$ cat src/rtl/spi_rx_pkg.sv
// Shared types and constants for the SPI receive deserializer.
//   rx_state_e    : frame FSM states (idle between frames, shifting inside a frame)
//   SPI_STD       : one data bit per SCLK rising edge on sdi[0]
//   SPI_QUAD_RX   : four data bits per SCLK rising edge on sdi[3:0]
//   bits_per_edge : number of bits a single SCLK edge contributes in a given mode
package spi_rx_pkg;

    typedef enum logic [0:0] {
        StIdle,
        StShift
    } rx_state_e;

    localparam logic [1:0] SPI_STD     = 2'b00;
    localparam logic [1:0] SPI_QUAD_RX = 2'b10;

    function automatic int unsigned bits_per_edge(logic [1:0] mode);
        return (mode == SPI_QUAD_RX) ? 32'd4 : 32'd1;
    endfunction

endpackage

$ cat src/rtl/spi_rx_deserializer_if.sv
// Word stream leaving the deserializer (valid/ready handshake).
//   word_data_o  : head-of-buffer word
//   word_valid_o : word_data_o holds a valid word
//   word_ready_i : consumer accepts the word when high together with word_valid_o
// The master modport is the word producer, the slave modport is the consumer.
interface spi_rx_deserializer_if #(
    parameter int unsigned WORD_W = 32
) ();

    logic [WORD_W-1:0] word_data_o;
    logic              word_valid_o;
    logic              word_ready_i;

    modport master (
        output word_data_o,
        output word_valid_o,
        input  word_ready_i
    );

    modport slave (
        input  word_data_o,
        input  word_valid_o,
        output word_ready_i
    );

endinterface

$ cat src/rtl/spi_rx_fifo.sv
// Synchronous FIFO with valid/ready on both sides.
//   clk, rst    : clock, synchronous active-high reset (empties the FIFO)
//   in_data_i   : write data;   in_valid_i / in_ready_o  : write handshake
//   out_data_o  : head entry;   out_valid_o / out_ready_i: read handshake
//   full_o      : all Depth entries occupied
// When full, a write is still accepted if a read happens in the same cycle.
// Depth must be a power of two (>= 2) so the pointers wrap on their own.
module spi_rx_fifo #(
    parameter int unsigned Width = 32,
    parameter int unsigned Depth = 4
) (
    input  logic             clk,
    input  logic             rst,
    input  logic [Width-1:0] in_data_i,
    input  logic             in_valid_i,
    output logic             in_ready_o,
    output logic [Width-1:0] out_data_o,
    output logic             out_valid_o,
    input  logic             out_ready_i,
    output logic             full_o
);

    localparam int unsigned AddrW = $clog2(Depth);

    logic [Width-1:0] mem_q [Depth];
    logic [AddrW-1:0] wr_ptr_q;
    logic [AddrW-1:0] rd_ptr_q;
    logic [AddrW:0]   count_q;
    logic             empty;
    logic             push;
    logic             pop;

    assign empty       = (count_q == '0);
    assign full_o      = (count_q == (AddrW + 1)'(Depth));
    assign out_valid_o = ~empty;
    assign out_data_o  = mem_q[rd_ptr_q];
    // A pop while full frees the slot the incoming word needs.
    assign in_ready_o  = ~full_o | out_ready_i;
    assign pop         = out_ready_i & ~empty;
    assign push        = in_valid_i & in_ready_o;

    always_ff @(posedge clk) begin
        if (rst) begin
            wr_ptr_q <= '0;
            rd_ptr_q <= '0;
            count_q  <= '0;
        end else begin
            if (push) begin
                wr_ptr_q <= wr_ptr_q + AddrW'(1);
            end
            if (pop) begin
                rd_ptr_q <= rd_ptr_q + AddrW'(1);
            end
            if (push && !pop) begin
                count_q <= count_q + (AddrW + 1)'(1);
            end else if (pop && !push) begin
                count_q <= count_q - (AddrW + 1)'(1);
            end
        end
    end

    always_ff @(posedge clk) begin
        if (push) begin
            mem_q[wr_ptr_q] <= in_data_i;
        end
    end

endmodule

$ cat src/rtl/spi_rx_deserializer.sv
// SPI slave receive path: synchronizes the SPI pins into clk, assembles
// WORD_W-bit words MSB first (1 or 4 bits per SCLK rising edge) and buffers
// them in a small FIFO.
//   clk, rst            : system clock, synchronous active-high reset
//   spi_sclk_i          : SPI clock pad (asynchronous)
//   spi_csn_i           : SPI chip select pad, active low (asynchronous)
//   spi_sdi_i[3:0]      : SPI data pads; only bit 0 used in standard mode
//   quad_en_i           : mode select, latched at frame start
//   word_if (master)    : word_data_o / word_valid_o / word_ready_i stream
//   frame_start_o       : one-cycle pulse on csn falling edge
//   frame_end_o         : one-cycle pulse on csn rising edge
//   frag_o              : pulses with frame_end_o if the frame ended mid-word
//   overflow_o          : sticky, a word was dropped on a full buffer
//   clr_overflow_i      : clears overflow_o (a coincident new drop wins)
module spi_rx_deserializer
    import spi_rx_pkg::*;
#(
    parameter int unsigned WORD_W      = 32,
    parameter int unsigned SYNC_STAGES = 2,
    parameter int unsigned FIFO_DEPTH  = 4
) (
    input  logic                   clk,
    input  logic                   rst,
    input  logic                   spi_sclk_i,
    input  logic                   spi_csn_i,
    input  logic [3:0]             spi_sdi_i,
    input  logic                   quad_en_i,
    spi_rx_deserializer_if.master  word_if,
    output logic                   frame_start_o,
    output logic                   frame_end_o,
    output logic                   frag_o,
    output logic                   overflow_o,
    input  logic                   clr_overflow_i
);

    localparam int unsigned CntW  = $clog2(WORD_W + 1);
    localparam int unsigned FillW = $clog2(SYNC_STAGES + 2);
    localparam logic [FillW-1:0] FillDone = FillW'(SYNC_STAGES + 1);

    // Synchronizers and edge-detect history.
    logic [SYNC_STAGES-1:0]      sclk_sync_q;
    logic [SYNC_STAGES-1:0]      csn_sync_q;
    logic [SYNC_STAGES-1:0][3:0] sdi_sync_q;
    logic                        sclk_hist_q;
    logic                        csn_hist_q;
    logic [FillW-1:0]            fill_q;
    logic                        sclk_s;
    logic                        csn_s;
    logic [3:0]                  sdi_s;
    logic                        sync_ok;
    logic                        sclk_rise;
    logic                        csn_fall;
    logic                        csn_rise;

    // Frame FSM and datapath.
    rx_state_e         state_q, state_d;
    logic [1:0]        mode_q, mode_d;
    logic [CntW-1:0]   cnt_q, cnt_d, cnt_inc;
    logic [WORD_W-1:0] shreg_q, shreg_d, shifted;
    logic              push;
    logic              start_d, end_d, frag_d;
    logic              start_q, end_q, frag_q;
    logic              overflow_q, overflow_d;

    // Buffer side.
    logic [WORD_W-1:0] fifo_data;
    logic              fifo_valid;
    logic              fifo_in_ready;
    logic              fifo_full;
    logic              pop;
    logic              drop;

    assign sclk_s = sclk_sync_q[SYNC_STAGES-1];
    assign csn_s  = csn_sync_q[SYNC_STAGES-1];
    assign sdi_s  = sdi_sync_q[SYNC_STAGES-1];

    always_ff @(posedge clk) begin
        if (rst) begin
            sclk_sync_q <= '0;
            csn_sync_q  <= '1;
            sdi_sync_q  <= '0;
            sclk_hist_q <= 1'b0;
            csn_hist_q  <= 1'b1;
            fill_q      <= '0;
        end else begin
            sclk_sync_q <= {sclk_sync_q[SYNC_STAGES-2:0], spi_sclk_i};
            csn_sync_q  <= {csn_sync_q[SYNC_STAGES-2:0], spi_csn_i};
            sdi_sync_q  <= {sdi_sync_q[SYNC_STAGES-2:0], spi_sdi_i};
            sclk_hist_q <= sclk_s;
            csn_hist_q  <= csn_s;
            if (fill_q != FillDone) begin
                fill_q <= fill_q + FillW'(1);
            end
        end
    end

    // The csn chain is preset high; if the pad is already low when reset
    // releases, the chain refilling would look like a falling edge. Edges are
    // ignored until the chain and history hold real pad values, so a frame
    // cut by reset needs a fresh falling edge.
    assign sync_ok   = (fill_q == FillDone);
    assign sclk_rise = sync_ok & sclk_s & ~sclk_hist_q;
    assign csn_fall  = sync_ok & ~csn_s & csn_hist_q;
    assign csn_rise  = sync_ok & csn_s & ~csn_hist_q;

    assign shifted = (mode_q == SPI_QUAD_RX) ? ((shreg_q << 4) | WORD_W'(sdi_s))
                                             : ((shreg_q << 1) | WORD_W'(sdi_s[0]));
    assign cnt_inc = cnt_q + CntW'(bits_per_edge(mode_q));

    always_comb begin
        state_d = state_q;
        mode_d  = mode_q;
        cnt_d   = cnt_q;
        shreg_d = shreg_q;
        push    = 1'b0;
        start_d = 1'b0;
        end_d   = 1'b0;
        frag_d  = 1'b0;
        unique case (state_q)
            StIdle: begin
                if (csn_fall) begin
                    state_d = StShift;
                    mode_d  = quad_en_i ? SPI_QUAD_RX : SPI_STD;
                    cnt_d   = '0;
                    shreg_d = '0;
                    start_d = 1'b1;
                end
            end
            StShift: begin
                // csn rising takes priority: a coincident sclk edge is not sampled.
                if (csn_rise) begin
                    state_d = StIdle;
                    end_d   = 1'b1;
                    frag_d  = (cnt_q != '0);
                    cnt_d   = '0;
                end else if (sclk_rise) begin
                    shreg_d = shifted;
                    if (cnt_inc == CntW'(WORD_W)) begin
                        push  = 1'b1;
                        cnt_d = '0;
                    end else begin
                        cnt_d = cnt_inc;
                    end
                end
            end
            default: state_d = StIdle;
        endcase
    end

    assign pop        = fifo_valid & word_if.word_ready_i;
    assign drop       = push & fifo_full & ~pop;
    assign overflow_d = (overflow_q & ~clr_overflow_i) | drop;

    always_ff @(posedge clk) begin
        if (rst) begin
            state_q    <= StIdle;
            mode_q     <= SPI_STD;
            cnt_q      <= '0;
            shreg_q    <= '0;
            start_q    <= 1'b0;
            end_q      <= 1'b0;
            frag_q     <= 1'b0;
            overflow_q <= 1'b0;
        end else begin
            state_q    <= state_d;
            mode_q     <= mode_d;
            cnt_q      <= cnt_d;
            shreg_q    <= shreg_d;
            start_q    <= start_d;
            end_q      <= end_d;
            frag_q     <= frag_d;
            overflow_q <= overflow_d;
        end
    end

    spi_rx_fifo #(
        .Width (WORD_W),
        .Depth (FIFO_DEPTH)
    ) u_fifo (
        .clk         (clk),
        .rst         (rst),
        .in_data_i   (shifted),
        .in_valid_i  (push),
        .in_ready_o  (fifo_in_ready),
        .out_data_o  (fifo_data),
        .out_valid_o (fifo_valid),
        .out_ready_i (word_if.word_ready_i),
        .full_o      (fifo_full)
    );

    assign word_if.word_data_o  = fifo_data;
    assign word_if.word_valid_o = fifo_valid;
    assign frame_start_o        = start_q;
    assign frame_end_o          = end_q;
    assign frag_o               = frag_q;
    assign overflow_o           = overflow_q;

endmodule

$ cat src/flat_wrapper.sv
// flat-port wrapper written by rule: the top's interface ports become plain ports
module spi_rx_deserializer_flat import spi_rx_pkg::*;
#(
    parameter int unsigned WORD_W      = 32,
    parameter int unsigned SYNC_STAGES = 2,
    parameter int unsigned FIFO_DEPTH  = 4
)
  (clk, rst, spi_sclk_i, spi_csn_i, spi_sdi_i, quad_en_i, frame_start_o, frame_end_o, frag_o, overflow_o, clr_overflow_i, word_if_word_data_o, word_if_word_valid_o, word_if_word_ready_i);
  spi_rx_deserializer_if #(.WORD_W(WORD_W)) word_if_i ();
  input  logic clk;
  input  logic rst;
  input  logic spi_sclk_i;
  input  logic spi_csn_i;
  input  logic [3:0] spi_sdi_i;
  input  logic quad_en_i;
  output logic frame_start_o;
  output logic frame_end_o;
  output logic frag_o;
  output logic overflow_o;
  input  logic clr_overflow_i;
  output wire logic [$bits(word_if_i.word_data_o)-1:0] word_if_word_data_o;
  output wire logic [$bits(word_if_i.word_valid_o)-1:0] word_if_word_valid_o;
  input wire logic [$bits(word_if_i.word_ready_i)-1:0] word_if_word_ready_i;
  assign word_if_word_data_o = word_if_i.word_data_o;
  assign word_if_word_valid_o = word_if_i.word_valid_o;
  assign word_if_i.word_ready_i = word_if_word_ready_i;
  spi_rx_deserializer #(.WORD_W(WORD_W), .SYNC_STAGES(SYNC_STAGES), .FIFO_DEPTH(FIFO_DEPTH)) u_core (.clk(clk), .rst(rst), .spi_sclk_i(spi_sclk_i), .spi_csn_i(spi_csn_i), .spi_sdi_i(spi_sdi_i), .quad_en_i(quad_en_i), .word_if(word_if_i), .frame_start_o(frame_start_o), .frame_end_o(frame_end_o), .frag_o(frag_o), .overflow_o(overflow_o), .clr_overflow_i(clr_overflow_i));
endmodule
$ cat config.mk
export PLATFORM = sky130hd
export DESIGN_NAME = spi_rx_deserializer_flat
export DESIGN_NICKNAME = d
export VERILOG_FILES = /design/src/rtl/spi_rx_pkg.sv /design/src/rtl/spi_rx_deserializer_if.sv /design/src/rtl/spi_rx_fifo.sv /design/src/rtl/spi_rx_deserializer.sv /design/src/flat_wrapper.sv
export SDC_FILE = /design/constraint.sdc
export NUM_CORES = 1
export LEC_CHECK = 0
export CORE_UTILIZATION = 50
export CTS_BUF_LIST = sky130_fd_sc_hd__clkbuf_8 sky130_fd_sc_hd__clkbuf_16
export DETAILED_ROUTE_END_ITERATION = 12
export GPL_TIMING_DRIVEN = 0
export PLACE_DENSITY = 0.69
export RECOVER_POWER = 50
export SETUP_SLACK_MARGIN = 0.3
export SYNTH_ARGS = -nofsm -noshare
export SYNTH_HDL_FRONTEND = slang
export SYNTH_SLANG_ARGS = --single-unit
export TNS_END_PERCENT = 5
$ cat constraint.sdc
create_clock -name clk -period 11.33 [get_ports clk]
set_input_delay 2.266 -clock clk [delete_from_list [all_inputs] [get_ports clk]]
set_output_delay 2.266 -clock clk [all_outputs]
set_load 0.02 [all_outputs]
==> results of run 1 <==
-- placed cells by master (no fill, tap or decap), types with 2 or more instances in the layout --
master and instances:
nor2_1 15, edfxtp_1 128, or2_2 3, nor3_1 2
o21ai_0 3, buf_2 5, clkdlybuf4s50_1 45, a22oi_1 5
dfxtp_1 68, mux2_1 31, nand2_1 6, clkbuf_16 17
or3_1 3, clkbuf_8 2, inv_1 9, clkinvlp_4 3
ha_1 9, or2b_2 2, nand3_1 4, and3_2 5
buf_1 2, nor4_1 2, mux2i_1 3, xor2_1 6
nand2b_1 3, bufinv_16 2, a22o_1 31, nor2b_1 14
clkinv_2 3, a21oi_1 8, mux4_2 32, clkbuf_1 16
-- critical path, stage by stage (launching register included) --
cell	delay, ns
dfxtp_1	0.33
clkbuf_1	0.34
clkbuf_1	0.54
inv_1	0.10
ha_1	0.24
ha_1	0.24
xor2_1	0.17
or3_1	0.34
nor4_1	1.00
and2_2	0.32
ha_1	0.20
inv_1	0.08
fa_1	0.38
xor2_1	0.18
or3_1	0.30
a21oi_1	0.14
-- synthesized netlist by cell type (5+ instances only) --
master	n
edfxtp_1	128
dfxtp_1	68
mux4_2	32
a22o_1	31
mux2_2	31
clkbuf_1	16
nor2_1	15
nor2b_1	14
ha_1	9
a21oi_1	8
inv_1	6
nand2_1	6
xor2_1	6
a22oi_1	5
and3_2	5
buf_2	5
-- where the power goes --
group	total (mW)	switching, mW	internal, mW	leakage [nW]
combinational	0.157	0.0820	0.0755	1.01
sequential	0.775	0.00993	0.765	1.92
clock	0.575	0.244	0.331	0.282
total	1.51	0.335	1.17	3.21
-- layout make-up --
| class | count | area (µm²) |
|---|---|---|
| Sequential cell | 196 | 5205 |
| Clock inverter | 13 | 117.6 |
| Inverter | 6 | 22.52 |
| Buffer | 24 | 100.1 |
| Multi-Input combinational cell | 208 | 2146 |
| Clock buffer | 19 | 452.9 |
| Tap cell | 184 | 230.2 |
| Fill cell | 1082 | 5854 |
| Timing Repair Buffer | 46 | 460.4 |
-- through the flow --
stage / area [µm²] / setup slack [ns] / hold slack, ns
2_1_floorplan: 7493 / 7.109 / 0.3895
3_3_place_gp: 8184 / 6.563 / 0.4019
3_5_place_dp: 8184 / 6.463 / 0.4002
4_1_cts: 8755 / 6.386 / 0.4170
5_1_grt: 8735 / 5.985 / 0.4257
6_report: 8735 / 6.379 / 0.4162
-- state kept, by name, summed over array words and instances, names as in the netlist, 2 cells and up, named ones only --
signal,count
u_core.u_fifo.mem_q,128
u_core.shreg_q,31
u_core.cnt_q,6
u_core.sdi_s,4
u_core.sdi_sync_q,4
u_core.u_fifo.count_q,3
u_core.csn_sync_q,2
u_core.fill_q,2
u_core.sclk_sync_q,2
u_core.u_fifo.rd_ptr_q,2
u_core.u_fifo.wr_ptr_q,2
-- worst min path at each step --
stage                               startpoint                         endpoint  slack [ns]
5_1_grt        u_core.csn_sync_q[0]$_SDFF_PP1_  u_core.csn_sync_q[1]$_SDFF_PP1_        0.43
3_5_place_dp   u_core.csn_sync_q[0]$_SDFF_PP1_  u_core.csn_sync_q[1]$_SDFF_PP1_        0.40
3_3_place_gp   u_core.csn_sync_q[0]$_SDFF_PP1_  u_core.csn_sync_q[1]$_SDFF_PP1_        0.40
2_1_floorplan  u_core.csn_sync_q[0]$_SDFF_PP1_  u_core.csn_sync_q[1]$_SDFF_PP1_        0.39
6_report       u_core.csn_sync_q[0]$_SDFF_PP1_  u_core.csn_sync_q[1]$_SDFF_PP1_        0.42
4_1_cts        u_core.csn_sync_q[0]$_SDFF_PP1_  u_core.csn_sync_q[1]$_SDFF_PP1_        0.42
-- per-layer routing --
layer	vias up	share of wire [%]	routed length [µm]	track usage, %
met1	1963	46	5935	23.54
met5	-	0	0	0
met3	10	3.5	448	4.253
met4	0	1.2	149	6.520
li1	1826	-	-	-
met2	76	49	6335	28.34
-- cells by family after synthesis --
group           count (synthesis)  share of synthesized area, %
mux                            66                         14.68
flops                         196                         69.46
compound gates                 57                         6.045
fa+ha+maj                      10                         1.770
buf+inv                        30                         1.636
simple gates                   68                         5.594
xor+xnor                        7                        0.8182
==> impl_metrics.json, run 1 <==
{
  "clkSinkCount": 196,
  "die_h_um": 124.4,
  "core_um2": 14590,
  "clk_path_buf_depth": 2,
  "syn-cell-area_um2": 7493,
  "cp.required_ns": 11.69,
  "clockRootBuffer": "clkbuf_16",
  "boundaryPins": 48,
  "total_power_mw": 1.507,
  "track_usage_pct": 17.70,
  "yosysWarnings": 0,
  "final_max_slew_viol_count": 0,
  "rows": 44,
  "synth_flop_cell": "edfxtp_1",
  "r2r_start": "u_core.mode_q[1]$_SDFFE_PP0P_",
  "leakage_nw": 3.210,
  "cp-end-kind": "flop",
  "grt_overflow": 0,
  "synth.area.top_cells": "edfxtp_1 51%, dfxtp_1 18%, mux4_2 9.6%",
  "tns_ns": 0,
  "post-route-util_pct": 59.87,
  "fin_cells": 696,
  "gp_congestion": 0.7597,
  "num_vias": 3875,
  "numCtsBuffers": 17,
  "fmax_mhz": 202.0,
  "port_buffers": 46,
  "status": "finished clean",
  "avgSynthCellArea_um2": 17.27,
  "cp_max_fo": 10,
  "worstSetupEndpoint": "u_core.u_fifo.count_q[2]$_SDFFE_PP0P_",
  "synth_cells": 434,
  "ctsHoldBuffers": 0,
  "seq_area_frac_synth_pct": 69.46,
  "post-dp-hpwl_um": 7997,
  "ir_drop_mv": 0.1193,
  "area_growth_syn_to_layout_pct": 16.56,
  "fin_crit_ns": 4.951,
  "viasPerCell": 5.568,
  "synth_top_area_share_pct": 51.29,
  "wl_um": 12870,
  "antenna_found_initial": 0,
  "crit_type": "flop to flop",
  "cts_tree": "built",
  "hold_path_depth": 1,
  "final_net_count": 520,
  "syn_nets": 455,
  "skew_ns": 0.007589,
  "clkLatencyLatePin_ns": 0.42,
  "reg2reg_depth": 15,
  "crit_start": "u_core.mode_q[1]$_SDFFE_PP0P_",
  "ys_types": 50,
  "clk_pin_slew_ns": 0.06,
  "startpoint_type": "flop",
  "power.density_nw_per_um2": 172.6,
  "slew_headroom_pct": 21.27,
  "setup_violations": 0,
  "yosys_register_bits": 196,
  "drive_gt1_share_pct": 16.21,
  "post_cts_buffers": 0,
  "antenna_cells": 0,
  "worstMarginPinSlew_ns": 1.170,
  "hold_viol_final": 0,
  "htreeDepth": 4,
  "antenna_left": 0,
  "grt_max_degree": 33,
  "hold_class": "flop to flop",
  "cts_resized": 0,
  "r2r-end": "u_core.u_fifo.count_q[2]$_SDFFE_PP0P_",
  "drt_first_pass_iters": 5,
  "dieArea_um2": 15480,
  "synth_top_area_cell": "edfxtp_1",
  "wl_per_cell_um": 18.49,
  "synth_edf_count": 128,
  "grt_pass1_vias": 3967,
  "cp.arrival_ns": 5.31,
  "async_reset_ff_share_pct": 0,
  "rsz0062_at_grt": "no",
  "dpl.cell_count": 664,
  "die_w_um": 124.4,
  "drt_iter0_drc": 281,
  "maxCapViolations": 0,
  "initial_core_util_pct": 51.36,
  "finalCritPeriodShare_pct": 43.70,
  "r2r_setup_slack_ns": 6.38,
  "drc_errors": 0,
  "grt_pass1_wl_um": 20820
}
(Power assumes the default switching activity.)
==> run 2: changes to the inputs <==
--- a/config.mk
+++ b/config.mk
@@ -9,7 +9,7 @@
 export CTS_BUF_LIST = sky130_fd_sc_hd__clkbuf_8 sky130_fd_sc_hd__clkbuf_16
 export DETAILED_ROUTE_END_ITERATION = 12
 export GPL_TIMING_DRIVEN = 0
-export PLACE_DENSITY = 0.69
+export PLACE_DENSITY = 0.72
 export RECOVER_POWER = 50
 export SETUP_SLACK_MARGIN = 0.3
 export SYNTH_ARGS = -nofsm -noshare
==> constraint.sdc (replaced) <==
create_clock -name clk -period 4.5 [get_ports clk]
set_input_delay 0.9 -clock clk [delete_from_list [all_inputs] [get_ports clk]]
set_output_delay 0.9 -clock clk [all_outputs]
set_load 0.02 [all_outputs]
==> impl_metrics.json, run 2 (synthesis results as in run 1) <==
{
  "die_w_um": 124.4,
  "track_usage_pct": 17.91,
  "path_common_cell": "ha_1",
  "cp_slowest_cell": "or3_4",
  "final_net_count": 520,
  "p_int_mw": 2.991,
  "tns_ns": 0,
  "setup_ws_ns": 0.5908,
  "maxCapViolations": 0,
  "final_max_slew_viol_count": 0,
  "cp-end-kind": "flop",
  "dieArea_um2": 15480,
  "numCtsBuffers": 17,
  "wl_per_cell_um": 18.47,
  "port_buffers": 46,
  "path_buf_inv": 4,
  "slew_headroom_pct": 26.29,
  "ir_drop_mv": 0.3424,
  "p_switching_mw": 0.8904,
  "drt_iter0_drc": 293,
  "final_cell_mix": "128 x edfxtp_1, 68 x dfxtp_1, 40 x clkdlybuf4s50_1",
  "reg_top3": "u_core.u_fifo.mem_q x128, u_core.shreg_q x31, u_core.cnt_q x6",
  "wl_um": 12860,
  "initial_core_util_pct": 51.36,
  "antenna_found_initial": 0,
  "viasPerCell": 5.693,
  "ctsHoldBuffers": 0,
  "fin_area_um2": 8762,
  "leakage_nw": 2.838,
  "max_stage_delay_ns": 0.37,
  "crit_type": "flop to flop",
  "num_vias": 3962,
  "cp_max_fo": 10,
  "power_frac_comb_pct": 12.7,
  "antenna_left": 0,
  "rsz0062_at_grt": "no",
  "fin_cells": 696,
  "fin_crit_ns": 3.909,
  "post-dp-hpwl_um": 8005,
  "clockRootBuffer": "clkbuf_16",
  "fillers": 1074,
  "clockPowerShare_pct": 37.0,
  "dp_slack_ns": 0.07269,
  "skew_ns": 0.008760,
  "startpoint_type": "flop",
  "rows": 44,
  "cts_tree": "built",
  "post-route-util_pct": 60.06,
  "drive_gt1_share_pct": 16.99,
  "clk_path_buf_depth": 2,
  "power.density_nw_per_um2": 443.0,
  "drc_errors": 0,
  "setup_violations": 0,
  "antenna_cells": 0,
  "dpl_cell_area_um2": 8184,
  "grt_max_degree": 33,
  "clk_pin_slew_ns": 0.07,
  "power.share.sequential_pct": 50.3,
  "crit_family": "simple AND/OR/NAND/NOR gates",
  "clkLatencyLatePin_ns": 0.43,
  "p_sw_share_pct": 22.94,
  "cp.arrival_ns": 4.27,
  "final_common_cell": "edfxtp_1",
  "area_growth_syn_to_layout_pct": 16.93,
  "finalCritPeriodShare_pct": 86.87,
  "gp_congestion": 0.7922,
  "largest-register": "u_core.u_fifo.mem_q",
  "grt_pass1_wl_um": 21040,
  "post_cts_buffers": 0,
  "fmax_mhz": 255.8,
  "holdWs_ns": 0.4127,
  "grt_pass1_vias": 4035,
  "worstMarginPinSlew_ns": 1.103,
  "clkSinkCount": 196,
  "grt_overflow": 0,
  "core_um2": 14590,
  "hold_class": "flop to flop",
  "dpl.cell_count": 664,
  "cp.required_ns": 4.86,
  "htreeDepth": 4,
  "hold_viol_final": 0,
  "status": "finished clean",
  "total_power_mw": 3.882,
  "largest_reg_flops": 128,
  "drt_first_pass_iters": 4,
  "path_cells": "clkbuf_2, clkbuf_2, inv_1, ha_1, ha_1, xor2_1, or3_4, nor4_4, and2_2, ha_1, inv_1, fa_1, xor2_1, or3_1, a21oi_1",
  "boundaryPins": 48,
  "die_h_um": 124.4
}
==> run 2: what timing repair did <==
action,in CTS,in global routing
endpoints found under the hold margin,0,0
pin swaps,0,1
setup endpoints to repair,129,1
resized for setup,2,0
==> run 2: per-layer routing <==
metal  GRT usage [%]  wire (µm)
met5               0          0
met4           8.079        258
met3           5.155        777
met2           28.31       6397
met1           22.98       5422
==> run 2: power groups by stage <==
| stage | sequential, mW | clock, mW | combinational [mW] |
|---|---|---|---|
| after CTS | 1.95 | 1.47 | 0.508 |
| after floorplan | 1.98 | 0 | 0.349 |
| after global placement | 1.99 | 0 | 0.496 |
| after detailed placement | 1.99 | 0 | 0.506 |
| after global routing | 1.95 | 1.54 | 0.544 |
| final | 1.95 | 1.44 | 0.493 |
==> run 2: cell type report <==
| cell class | count | area (µm²) | share of cell area (%) |
|---|---|---|---|
| clock buffers | 21 | 514.2 | 5.869 |
| plain buffers | 24 | 101.3 | 1.157 |
| inverters | 6 | 22.52 | 0.2570 |
| clock inverters | 11 | 73.82 | 0.8425 |
| multi-input cells | 208 | 2155 | 24.59 |
| flip-flops and latches | 196 | 5205 | 59.40 |
| repair buffers | 46 | 460.4 | 5.255 |
| well taps | 184 | 230.2 | 2.627 |
==> run 2: worst paths after layout <==
| check | start | endpoint | slack (ns) | depth (start not counted) |
|---|---|---|---|---|
| setup / recovery | u_core.mode_q[1]$_SDFFE_PP0P_ | u_core.u_fifo.count_q[2]$_SDFFE_PP0P_ | 0.59 | 15 |
| hold / removal | u_core.csn_sync_q[0]$_SDFF_PP1_ | u_core.csn_sync_q[1]$_SDFF_PP1_ | 0.41 | 1 |
| setup reg to reg | u_core.mode_q[1]$_SDFFE_PP0P_ | u_core.u_fifo.count_q[2]$_SDFFE_PP0P_ | 0.59 | 15 |
| hold reg to reg | u_core.csn_sync_q[0]$_SDFF_PP1_ | u_core.csn_sync_q[1]$_SDFF_PP1_ | 0.41 | 1 |
